### src/rtl/esp8266_tx_arbiter_if.sv
// Bus between the three byte-stream sources, the UART TX core and
// esp8266_tx_arbiter. The master side is the requesters plus the UART model;
// the slave side is the arbiter itself.
interface esp8266_tx_arbiter_if;
  logic [2:0]  Req;
  logic [2:0]  Valid;
  logic [2:0]  Last;
  logic [23:0] Data;
  logic [2:0]  Ready;
  logic [2:0]  Grant;
  logic        Tx_start;
  logic [7:0]  Tx_data;
  logic        Tx_busy;
  logic        Busy;
  logic        Abort;
  logic [15:0] Frame_cnt;

  modport master (
    output Req, Valid, Last, Data, Tx_busy,
    input  Ready, Grant, Tx_start, Tx_data, Busy, Abort, Frame_cnt
  );

  modport slave (
    input  Req, Valid, Last, Data, Tx_busy,
    output Ready, Grant, Tx_start, Tx_data, Busy, Abort, Frame_cnt
  );
endinterface

### src/rtl/esp8266_tx_arbiter.sv
// esp8266_tx_arbiter: frame-level round-robin arbiter sharing the single
// ESP8266 UART transmitter between the sensor encoder (bit 0), the AT-command
// sequencer (bit 1) and the heartbeat generator (bit 2). A granted source owns
// the UART until its last byte, so frames are never interleaved.
// Optional feature macro: ARB_TIMEOUT_EN -- aborts a frame whose owner leaves
// LOAD starved of Valid for TIMEOUT consecutive cycles.
module esp8266_tx_arbiter #(
  parameter int GAP = 1000
`ifdef ARB_TIMEOUT_EN
  , parameter int TIMEOUT = 50000
`endif
) (
  input logic                  Clk,
  input logic                  Rst_n,
  esp8266_tx_arbiter_if.slave  bus
);

  localparam int               GAP_W = $clog2(GAP) + 1;
  localparam logic [GAP_W-1:0] GAP_V = GAP_W'(GAP);
`ifdef ARB_TIMEOUT_EN
  localparam int              TO_W = $clog2(TIMEOUT) + 1;
  localparam logic [TO_W-1:0] TO_V = TO_W'(TIMEOUT);
`endif

  typedef enum logic [2:0] {IDLE, LOAD, SEND, GUARD, WAIT} state_t;

  state_t             state_q, state_d;
  logic [2:0]         grant_q, grant_d;
  logic [1:0]         ptr_q, ptr_d;
  logic [GAP_W-1:0]   gap_q, gap_d;
  logic               tx_start_q, tx_start_d;
  logic [7:0]         tx_data_q, tx_data_d;
  logic               last_q, last_d;
  logic               busy_q, busy_d;
  logic [15:0]        frame_cnt_q, frame_cnt_d;
`ifdef ARB_TIMEOUT_EN
  logic [TO_W-1:0]    to_q, to_d;
  logic               abort_q, abort_d;
`endif

  logic [1:0] sel_w;
  logic [1:0] gidx;
  logic       gap_done;
  logic       valid_g;
  logic       last_g;
  logic [7:0] data_g;
  logic [2:0] ready_w;
  logic       accept;

  // Round-robin pick: first set request bit starting at ptr+1, wrapping mod 3.
  function automatic logic [1:0] rr_pick(input logic [2:0] req, input logic [1:0] ptr);
    logic [1:0] idx;
    rr_pick = 2'd0;
    for (int k = 3; k >= 1; k--) begin
      idx = 2'((int'(ptr) + k) % 3);
      if (req[idx]) rr_pick = idx;
    end
  endfunction

  assign sel_w    = rr_pick(bus.Req, ptr_q);
  assign gap_done = (gap_q >= GAP_V);
  assign ready_w  = (state_q == LOAD) ? (grant_q & bus.Valid) : 3'b000;
  assign accept   = |ready_w;

  // Steer the granted requester's byte, valid and last flag; ungranted ones are masked out.
  always_comb begin
    valid_g = |(bus.Valid & grant_q);
    last_g  = |(bus.Last & grant_q);
    gidx    = 2'd0;
    data_g  = bus.Data[7:0];
    if (grant_q[1]) begin
      gidx   = 2'd1;
      data_g = bus.Data[15:8];
    end else if (grant_q[2]) begin
      gidx   = 2'd2;
      data_g = bus.Data[23:16];
    end
  end

  // Next-state and next-output logic for the frame/byte sequencer.
  always_comb begin
    state_d     = state_q;
    grant_d     = grant_q;
    ptr_d       = ptr_q;
    gap_d       = gap_q;
    tx_start_d  = 1'b0;
    tx_data_d   = tx_data_q;
    last_d      = last_q;
    frame_cnt_d = frame_cnt_q;
`ifdef ARB_TIMEOUT_EN
    to_d        = '0;
    abort_d     = 1'b0;
`endif
    case (state_q)
      IDLE: begin
        if (!gap_done) gap_d = gap_q + GAP_W'(1);
        if (gap_done && (bus.Req != 3'b000)) begin
          grant_d = 3'b001 << sel_w;
          state_d = LOAD;
        end
      end
      LOAD: begin
        if (accept) begin
          tx_data_d  = data_g;
          last_d     = last_g;
          tx_start_d = 1'b1;
          state_d    = SEND;
        end
`ifdef ARB_TIMEOUT_EN
        else if (!valid_g && (to_q == TO_V)) begin
          abort_d = 1'b1;
          grant_d = 3'b000;
          ptr_d   = gidx;
          gap_d   = '0;
          state_d = IDLE;
        end else begin
          to_d = to_q + TO_W'(1);
        end
`endif
      end
      SEND: begin
        state_d = GUARD;
      end
      // The UART raises busy one cycle after the start pulse, so skip one look.
      GUARD: begin
        state_d = WAIT;
      end
      WAIT: begin
        if (!bus.Tx_busy) begin
          if (last_q) begin
            grant_d     = 3'b000;
            ptr_d       = gidx;
            frame_cnt_d = frame_cnt_q + 16'd1;
            gap_d       = '0;
            state_d     = IDLE;
          end else begin
            state_d = LOAD;
          end
        end
      end
      default: begin
        state_d = IDLE;
        grant_d = 3'b000;
      end
    endcase
    busy_d = (state_d != IDLE);
  end

  // State and registered outputs; ptr resets to 2 so requester 0 wins first,
  // and the gap counter resets expired so the first grant is immediate.
  always_ff @(posedge Clk or negedge Rst_n) begin
    if (!Rst_n) begin
      state_q     <= IDLE;
      grant_q     <= 3'b000;
      ptr_q       <= 2'd2;
      gap_q       <= GAP_V;
      tx_start_q  <= 1'b0;
      tx_data_q   <= 8'h00;
      last_q      <= 1'b0;
      busy_q      <= 1'b0;
      frame_cnt_q <= 16'h0000;
`ifdef ARB_TIMEOUT_EN
      to_q        <= '0;
      abort_q     <= 1'b0;
`endif
    end else begin
      state_q     <= state_d;
      grant_q     <= grant_d;
      ptr_q       <= ptr_d;
      gap_q       <= gap_d;
      tx_start_q  <= tx_start_d;
      tx_data_q   <= tx_data_d;
      last_q      <= last_d;
      busy_q      <= busy_d;
      frame_cnt_q <= frame_cnt_d;
`ifdef ARB_TIMEOUT_EN
      to_q        <= to_d;
      abort_q     <= abort_d;
`endif
    end
  end

  assign bus.Ready     = ready_w;
  assign bus.Grant     = grant_q;
  assign bus.Tx_start  = tx_start_q;
  assign bus.Tx_data   = tx_data_q;
  assign bus.Busy      = busy_q;
  assign bus.Frame_cnt = frame_cnt_q;
`ifdef ARB_TIMEOUT_EN
  assign bus.Abort     = abort_q;
`else
  assign bus.Abort     = 1'b0;
`endif

endmodule

### src/flat_wrapper.sv
// flat-port wrapper written by rule: the top's interface ports become plain ports
module esp8266_tx_arbiter_flat 
#(
  parameter int GAP = 1000

)
  (Clk, Rst_n, bus_Req, bus_Valid, bus_Last, bus_Data, bus_Tx_busy, bus_Ready, bus_Grant, bus_Tx_start, bus_Tx_data, bus_Busy, bus_Abort, bus_Frame_cnt);
  esp8266_tx_arbiter_if bus_i ();
  input logic Clk;
  input logic Rst_n;
  input wire logic [$bits(bus_i.Req)-1:0] bus_Req;
  input wire logic [$bits(bus_i.Valid)-1:0] bus_Valid;
  input wire logic [$bits(bus_i.Last)-1:0] bus_Last;
  input wire logic [$bits(bus_i.Data)-1:0] bus_Data;
  input wire logic [$bits(bus_i.Tx_busy)-1:0] bus_Tx_busy;
  output wire logic [$bits(bus_i.Ready)-1:0] bus_Ready;
  output wire logic [$bits(bus_i.Grant)-1:0] bus_Grant;
  output wire logic [$bits(bus_i.Tx_start)-1:0] bus_Tx_start;
  output wire logic [$bits(bus_i.Tx_data)-1:0] bus_Tx_data;
  output wire logic [$bits(bus_i.Busy)-1:0] bus_Busy;
  output wire logic [$bits(bus_i.Abort)-1:0] bus_Abort;
  output wire logic [$bits(bus_i.Frame_cnt)-1:0] bus_Frame_cnt;
  assign bus_i.Req = bus_Req;
  assign bus_i.Valid = bus_Valid;
  assign bus_i.Last = bus_Last;
  assign bus_i.Data = bus_Data;
  assign bus_i.Tx_busy = bus_Tx_busy;
  assign bus_Ready = bus_i.Ready;
  assign bus_Grant = bus_i.Grant;
  assign bus_Tx_start = bus_i.Tx_start;
  assign bus_Tx_data = bus_i.Tx_data;
  assign bus_Busy = bus_i.Busy;
  assign bus_Abort = bus_i.Abort;
  assign bus_Frame_cnt = bus_i.Frame_cnt;
  esp8266_tx_arbiter #(.GAP(GAP)) u_core (.Clk(Clk), .Rst_n(Rst_n), .bus(bus_i));
endmodule
### config.mk
export PLATFORM = sky130hd
export DESIGN_NAME = esp8266_tx_arbiter_flat
export DESIGN_NICKNAME = d
export VERILOG_FILES = /design/src/rtl/esp8266_tx_arbiter_if.sv /design/src/rtl/esp8266_tx_arbiter.sv /design/src/flat_wrapper.sv
export SDC_FILE = /design/constraint.sdc
export NUM_CORES = 1
export LEC_CHECK = 0
export BUFFER_PORTS_ARGS = -buffer_cell sky130_fd_sc_hd__buf_4
export CAP_MARGIN = 20
export CORE_ASPECT_RATIO = 1.1
export CORE_UTILIZATION = 40
export DETAILED_ROUTE_END_ITERATION = 7
export PLACE_DENSITY_LB_ADDON = 0.15
export SLEW_MARGIN = 40
export SYNTH_ARGS = -nofsm -noshare
export SYNTH_HDL_FRONTEND = slang
export SYNTH_SLANG_ARGS = --single-unit
export TNS_END_PERCENT = 10
### constraint.sdc
create_clock -name Clk -period 5.49 [get_ports Clk]
set_clock_uncertainty 0.1 [all_clocks]
set_input_delay 0.2745 -clock Clk [delete_from_list [all_inputs] [get_ports Clk]]
set_output_delay 0.2745 -clock Clk [all_outputs]
set_load 0.01 [all_outputs]
* Yosys cells after proc, flatten, opt, wreduce, memory -nomap -nowiden
Cells that the tools add are included.
Operators by class: shift operators 1, bitwise gates (word level) 4, div/mod/pow operators 3, muxes and demuxes 29, magnitude comparators 4, add/sub/neg operators 5, equality and inequality tests 8, reduce and logical (&&, ||, !) cells 12
Operator list (number):
- 32-bit by 3-bit modulo with 32-bit output (second input constant) | 3
- 11-bit two-way mux | 3
- 11-bit case mux with 2 select lines | 1
- 3-bit two-way mux | 7
- 16-bit by 1-bit adder with 16-bit output (second input constant) | 1
- 8-bit two-way mux | 2
- 3-bit case mux with 5 select lines | 1
- 11-bit by 1-bit adder with 11-bit output (second input constant) | 1
- 11-bit by 10-bit greater-or-equal comparator with 1-bit output (second input constant) | 1
- 2-bit two-way mux | 5
- 2-bit by 3-bit < comparator with 1-bit output (second input constant) | 3
- 3-bit case mux with 3 select lines | 1
- 3-bit OR reduction | 3
- 4-bit AND reduction | 2
- 2-bit by 2-bit adder with 3-bit output (second input constant) | 2
- 3-bit AND | 2
- 1-bit binary-select mux with 2-bit select | 3
- 3-bit by 2-bit == test with 1-bit output (second input constant) | 2
- 1-bit two-way mux | 6
- 3-bit nonzero test | 2
- 2-bit by 1-bit inequality test with 1-bit output (second input constant) | 2
- 2-bit inequality test (second input constant) | 2
- 2-bit by 1-bit adder with 3-bit output (second input constant) | 1
- 3-bit by 1-bit == test with 1-bit output (second input constant) | 1
- other kinds (8) | 9
Word-level totals: output and inout port bits 33, logic and storage cells 75, bits in registers 46, input bits 36

* Longest topological paths before layout
Gate-level depths: netlist (run 1).
word-level depth 10, gate-level depth with buffers 7, gate-level depth less buffers 6

* Least setup slack after synthesis (run 1)
OpenSTA, ideal clock, no wires.
path kind register to register, from reg u_core.gap_q[5], to reg u_core.grant_q[1], in the netlist u_core.bus.Grant[1], period minus slack after synthesis 1.739 ns, library setup time 0.125 ns, slack 3.751 ns, data arrival time 1.514 ns, data required time 5.265 ns, buffers on the path 1, stages on the path, launching flop included 6, path through dfstp_2 -> nand3_1 -> o21a_1 -> or2_2 -> buf_2 -> mux2_2
On the way: cells in the longest elaborated chain, start to end 4
Ends and longest elaborated chain:
- start, declared | line esp8266_tx_arbiter.sv:30 | logic [GAP_W-1:0] gap_q, gap_d;
- start signal, assigned | line esp8266_tx_arbiter.sv:170 | gap_q <= gap_d;
- 11-bit by 10-bit greater-or-equal comparator with 1-bit output | line esp8266_tx_arbiter.sv:61 | assign gap_done = (gap_q >= GAP_V);
- 1-bit logical AND | line esp8266_tx_arbiter.sv:97 | if (gap_done && (bus.Req != 3'b000)) begin
- 2-bit by 1-bit inequality test with 1-bit output (no line)
- 4-bit AND reduction (no line)
- end signal, assigned | line esp8266_tx_arbiter.sv:168 | grant_q <= grant_d;
- end, declared | line esp8266_tx_arbiter.sv:28 | logic [2:0] grant_q, grant_d;
No other way between the ends. A chain may end at the register's enable or synchronous reset.

* Worst setup path in the final report (run 1)
from reg u_core.grant_q[1], in the netlist u_core.bus.Grant[1], to reg u_core.tx_data_q[2], in the netlist u_core.bus.Tx_data[2]
On the way: cells in the longest elaborated chain, start to end 4, elaborated cells on any way between the ends 5, those cells by class mux: 2; bitwise: 1; reduce/logical: 2
Ends and longest elaborated chain:
- 3-bit AND | line esp8266_tx_arbiter.sv:62 | assign ready_w = (state_q == LOAD) ? (grant_q & bus.Valid) : 3'b000;
- 3-bit two-way mux | line esp8266_tx_arbiter.sv:62
- 3-bit OR reduction | line esp8266_tx_arbiter.sv:63 | assign accept = |ready_w;
- 2-bit AND reduction (no line)
- end signal, assigned | line esp8266_tx_arbiter.sv:172 | tx_data_q <= tx_data_d;
- end, declared | line esp8266_tx_arbiter.sv:32 | logic [7:0] tx_data_q, tx_data_d;
Several ways; a longest one is shown, not always the timed one.

==> results of run 1 <==
## logic make-up (layout without fill, tap and decap cells)
kind of cell / count (synthesis) / in the layout / share of synthesized area
multiplexers: 11 / 11 / 0.0465
AND/OR/NAND/NOR: 93 / 93 / 0.193
XOR/XNOR: 15 / 15 / 0.0543
other: 1 / 1 / 0.00155
AO/OA/AOI/OAI: 55 / 55 / 0.144
adder cells (fa/ha/maj): 5 / 5 / 0.0259
flip-flops: 46 / 46 / 0.479
buffers and inverters: 26 / 90 / 0.0553
## worst max-delay path, cell delays in order, from the launching register on
cell and delay, ns:
dfrtp_1 0.63, a222oi_1 0.52, or2_1 0.51, o21ai_1 0.14
## cell usage in the layout, fill, tap and decap left out, types with 2 or more instances in the layout
cell type and instances:
mux2i_1 9, a21oi_1 16, or4_1 2, nand2_1 31, dfrtp_1 39, o21ai_0 7, nor2_1 21, xor2_1 7
and2_1 3, buf_4 67, xnor2_1 8, o211ai_1 5, a222oi_1 2, o21a_1 3, inv_1 13, nand4_1 6
nand3_1 8, or3_1 3, clkbuf_8 6, o21ai_1 9, mux2_2 2, o31ai_1 7, ha_1 5, and4_1 2
nor3_1 3, dfstp_2 7, and3_1 6
## worst max path at each step
stage	to
2_1_floorplan	u_core.bus.Grant[1]$_DFFE_PN0P_
3_3_place_gp	u_core.bus.Tx_data[4]$_DFFE_PN0P_
3_5_place_dp	u_core.last_q$_DFFE_PN0P_
4_1_cts	u_core.bus.Tx_data[2]$_DFFE_PN0P_
5_1_grt	u_core.bus.Tx_data[4]$_DFFE_PN0P_
6_report	u_core.bus.Tx_data[2]$_DFFE_PN0P_
## timing repair
item	CTS	global route
hold buffers	1	0
setup endpoints to repair	0	0
hold endpoints to repair	39	0
buffers inserted	0	0
## cell usage after synthesis, types with 3 or more instances
| cell type | instances |
|---|---|
| o211ai_1 | 5 |
| mux2i_1 | 9 |
| nor2_1 | 21 |
| nor3_1 | 3 |
| o21ai_0 | 7 |
| and3_1 | 6 |
| nand2_1 | 31 |
| ha_1 | 5 |
| buf_4 | 4 |
| o21a_1 | 3 |
| xor2_1 | 7 |
| nand3_1 | 8 |
| o31ai_1 | 7 |
| dfrtp_1 | 39 |
| dfstp_2 | 7 |
| buf_2 | 5 |
| inv_1 | 13 |
| a21oi_1 | 16 |
| xnor2_1 | 8 |
| nand4_1 | 6 |
| o21ai_1 | 9 |
| or3_1 | 3 |
| and2_1 | 3 |
## layer usage
| metal | global-route usage | share of wire |
|---|---|---|
| met5 | 0 | 0 |
| met4 | 0.0857 | 0.012 |
| met3 | 0.0317 | 0.033 |
| met2 | 0.293 | 0.51 |
| met1 | 0.204 | 0.45 |
## report_power, final
group / total, mW / internal [mW] / switching (mW)
logic: 0.494 / 0.249 / 0.245
clock network: 0.210 / 0.102 / 0.108
registers: 0.595 / 0.462 / 0.134
## metrics by stage
stage | total power, mW | hold WS [ns] | setup WS, ns
floorplan | 0.945 | -0.121 | 3.75
global placement | 1.08 | 0.215 | 3.29
detailed placement | 1.10 | 0.217 | 3.20
CTS | 1.31 | 0.0912 | 3.19
global route | 1.41 | 0.119 | 3.22
finish | 1.30 | 0.102 | 3.46
## layout make-up
type | count | area (sq um) | area share
well taps | 77 | 96.3 | 0.0317
clock inverters | 1 | 5.00 | 0.00165
clock buffers | 7 | 86.3 | 0.0284
inverters | 13 | 48.8 | 0.0160
repair buffers | 69 | 518 | 0.170
flip-flops and latches | 46 | 1160 | 0.381
multi-input cells | 180 | 1130 | 0.370
## state kept, by name, indices dropped and copies added, names as in the netlist
name and count:
u_core.bus.Busy 1, u_core.last_q 1, u_core.ptr_q 2, u_core.bus.Grant 3
u_core.bus.Frame_cnt 16, u_core.bus.Tx_start 1, u_core.gap_q 11, u_core.state_q 3
u_core.bus.Tx_data 8
==> flow_summary.ini, run 1 <==
[synthesis]
synth_seq_area_share = 0.479
synth_area_leader_cell = dfrtp_1
synth_cell_types = 44
synth_edf_count = 0
syn_inst = 252
async_reset_ff_frac = 1.00
ys.warnings.count = 0
syn_area_per_cell_sq_um = 9.60
synth_nets = 293
synth_top_cell_area_share = 0.403
syn_area_sq_um = 2420
ys_ff_latch = 46
synthTopCellsByArea = dfrtp_1 40%, dfstp_2 7.6%, nand2_1 4.8%
ys.flop_type = dfrtp_1

[clock_network]
clockRootBuffer = clkbuf_8
htree_num_levels = 2
cts.path.max_buffers = 2
cts_buffers = 5
insertion_delay_ns = 0.29
post_cts_resized = 0
cts_tree = built
clock_sinks = 46
path_clk_slew_ns = 0.08

[hold_path]
whs_endpoint = u_core.state_q[2]$_DFF_PN0_
hp-start = bus_Tx_busy
min_path_cells = 3
hold_class = in2reg

[critical_path]
cp.arrival_ns = 2.09
ff2ff_setup_slack_ns = 3.46
end_kind = flop
cp-start-kind = flop
crit_fanout = 23
startpoint = u_core.bus.Grant[1]$_DFFE_PN0P_
timing.rr.start = u_core.bus.Grant[1]$_DFFE_PN0P_
worstReg2RegEnd = u_core.bus.Tx_data[2]$_DFFE_PN0P_
required_ns = 5.55
r2r_cells = 3
crit_type = reg2reg

[cells_and_area]
fillers = 579
diodes = 0
drive_above_1_share = 0.285
fin_cells = 393
final_area_sq_um = 3040
utilization = 0.524
nets = 356
area_delta_synth_final_pct = 25.6

[global_route]
first_global_vias = 1959
track_usage = 0.170
antenna_found_initial = 0
grt_overflow = 0
grt_max_degree = 47
grt_pass1_wl_mm = 8.74

[floorplanning]
start_util = 0.417
fp.dieH_um = 83.6
pin_count = 69
fp.dieW_um = 76.2
core_area_sq_um = 5810
rows = 29
die_area_sq_um = 6370

[placed_design]
hpwlAfterDp_mm = 3.71
placed_cell_area_sq_um = 2930
globalplace.congestion = 0.761
placed_cells = 383
io_buffers = 67

[power_and_ir_drop]
peakVddDrop_mv = 0.229
p_leak_nw = 1.47
powerDensity_nw_per_um2 = 427

[route]
wl_per_cell_um = 12.9
vias = 1955
drt_first_pass_iters = 4
drtIter0Drc = 73
drt_wl_total_mm = 5.05
drc = 0
ant_nets = 0
via_per_inst = 4.97

[run]
cap_viol_max_count = 0

[sta]
worstMarginPinSlew_ns = 0.656
fmax_ghz = 0.492
fin_setup_tns_ns = 0
final.period_utilization = 0.370
grt_setup_unrepaired = no
slew_viol_final = 0
setup_viol = 0
maxSlewHeadroom = 0.563
hold_viol = 0
min_period_ns = 2.03

[run_status]
status = completed
Note: power is estimated with default switching activity, not from simulation.
==> run 2: changes to the inputs <==
clock period = 2 ns   (was 5.49 ns; I/O delays follow)
==> run 2 against run 1 <==
- cell count up 4.3%
- power rose to 2.8 times the previous value
- critical path depth up 1
- fmax up 15%
==> flow_summary.ini, run 2 (synthesis results as in run 1) <==
[global_route]
grt_max_degree = 47
grt_overflow = 0
first_global_vias = 1914
grtUsageMet3 = 0.0383
grt_util_met2 = 0.284
antenna_found_initial = 0
grt_pass1_wl_mm = 8.46
track_usage = 0.165
top_usage_layer = met2
grt_use_met1 = 0.199

[sta]
hold_viol = 0
grt_setup_unrepaired = no
worstMarginPinSlew_ns = 0.560
slew_viol_final = 0
min_period_ns = 1.77
final.period_utilization = 0.887
fin_setup_tns_ns = 0
holdWs_ns = 0.0141
maxSlewHeadroom = 0.627
fmax_ghz = 0.564
setup_viol = 0

[route]
via_per_inst = 4.96
drtIter0Drc = 94
wl_per_cell_um = 12.3
drc = 0
drt_first_pass_iters = 4
drt_wl_total_mm = 5.05
vias = 2035
ant_nets = 0

[hold_path]
hold_class = in2reg

[clock_network]
path_clk_slew_ns = 0.09
clockRootBuffer = clkbuf_8
htree_num_levels = 2
post_cts_resized = 0
insertion_delay_ns = 0.30
cts.path.max_buffers = 2
cts_buffers = 5
clock_sinks = 46
cts_tree = built

[placed_design]
hpwlAfterDp_mm = 3.65
io_buffers = 67
globalplace.congestion = 0.728

[cells_and_area]
largest_register_ffs = 16
utilization = 0.550
final_cell_mix = 76 x buf_4, 39 x dfrtp_1, 31 x nand2_1
nets = 373
area_delta_synth_final_pct = 32.1
diodes = 0
final_common_cell = buf_4
drive_above_1_share = 0.297

[run_status]
status = completed

[floorplanning]
fp.dieW_um = 76.2
pin_count = 69
start_util = 0.417
die_area_sq_um = 6370
fp.dieH_um = 83.6
core_area_sq_um = 5810
rows = 29

[critical_path]
crit_type = reg2reg
required_ns = 2.08
crit_fanout = 5
end_kind = flop
ff2ff_setup_slack_ns = 0.23
cp.arrival_ns = 1.86
cp-start-kind = flop

[power_and_ir_drop]
p_total_mw = 3.67
p_leak_nw = 1.54
peakVddDrop_mv = 0.783
powerDensity_nw_per_um2 = 1150

[run]
cap_viol_max_count = 0
[run 2: final timing paths]
check,from,endpoint,depth (start not counted)
setup / recovery,u_core.gap_q[3]$_DFFE_PN1P_,u_core.bus.Grant[2]$_DFFE_PN0P_,4
hold / removal,bus_Last[2],u_core.last_q$_DFFE_PN0P_,3
setup reg to reg,u_core.gap_q[3]$_DFFE_PN1P_,u_core.bus.Grant[2]$_DFFE_PN0P_,4
hold reg to reg,u_core.bus.Frame_cnt[15]$_DFFE_PN0P_,u_core.bus.Frame_cnt[15]$_DFFE_PN0P_,1
max in group asynchronous,Rst_n,u_core.gap_q[8]$_DFFE_PN1P_,2
min in group asynchronous,Rst_n,u_core.bus.Frame_cnt[13]$_DFFE_PN0P_,2
[run 2: metal layers]
metal / vias to the layer above / wire length, um
met5: - / 0
met4: 0 / 101
met3: 8 / 201
met2: 41 / 2550
met1: 950 / 2200
li1: 1036 / -
[run 2: area by class of cell]
type	count	area, sq um
inverters	13	48.8
clock buffers	5	68.8
repair buffers	86	671
flip-flops and latches	46	1160
clock inverters	3	25.0
fillers	559	2610
well taps	77	96.3
multi-input cells	180	1130
[run 2: critical path, cell delays in order, from the launching register on]
cell and delay [ns]:
dfstp_2 0.57, o211ai_1 0.15, o21a_1 0.21, or2_2 0.35, mux2_2 0.28
[run 2: metrics by stage]
| step | setup WS, ns | area, sq um | cells |
|---|---|---|---|
| floorplan | 0.261 | 2420 | 252 |
| CTS | 0.189 | 3190 | 409 |
| detailed placement | 0.212 | 2990 | 391 |
| global route | 0.0292 | 3200 | 410 |
| finish | 0.227 | 3200 | 410 |
| global placement | 0.212 | 2990 | 391 |
[run 2: where the power goes]
| part | internal, mW | switching [mW] |
|---|---|---|
| registers | 1.27 | 0.250 |
| logic | 0.757 | 0.808 |
| clock network | 0.253 | 0.336 |
| total | 2.28 | 1.39 |
[run 2: timing repair]
action,CTS,global route
endpoints found under the hold margin,48,0
hold buffers,10,0
setup buffers,0,1
endpoints found under the setup margin,0,2
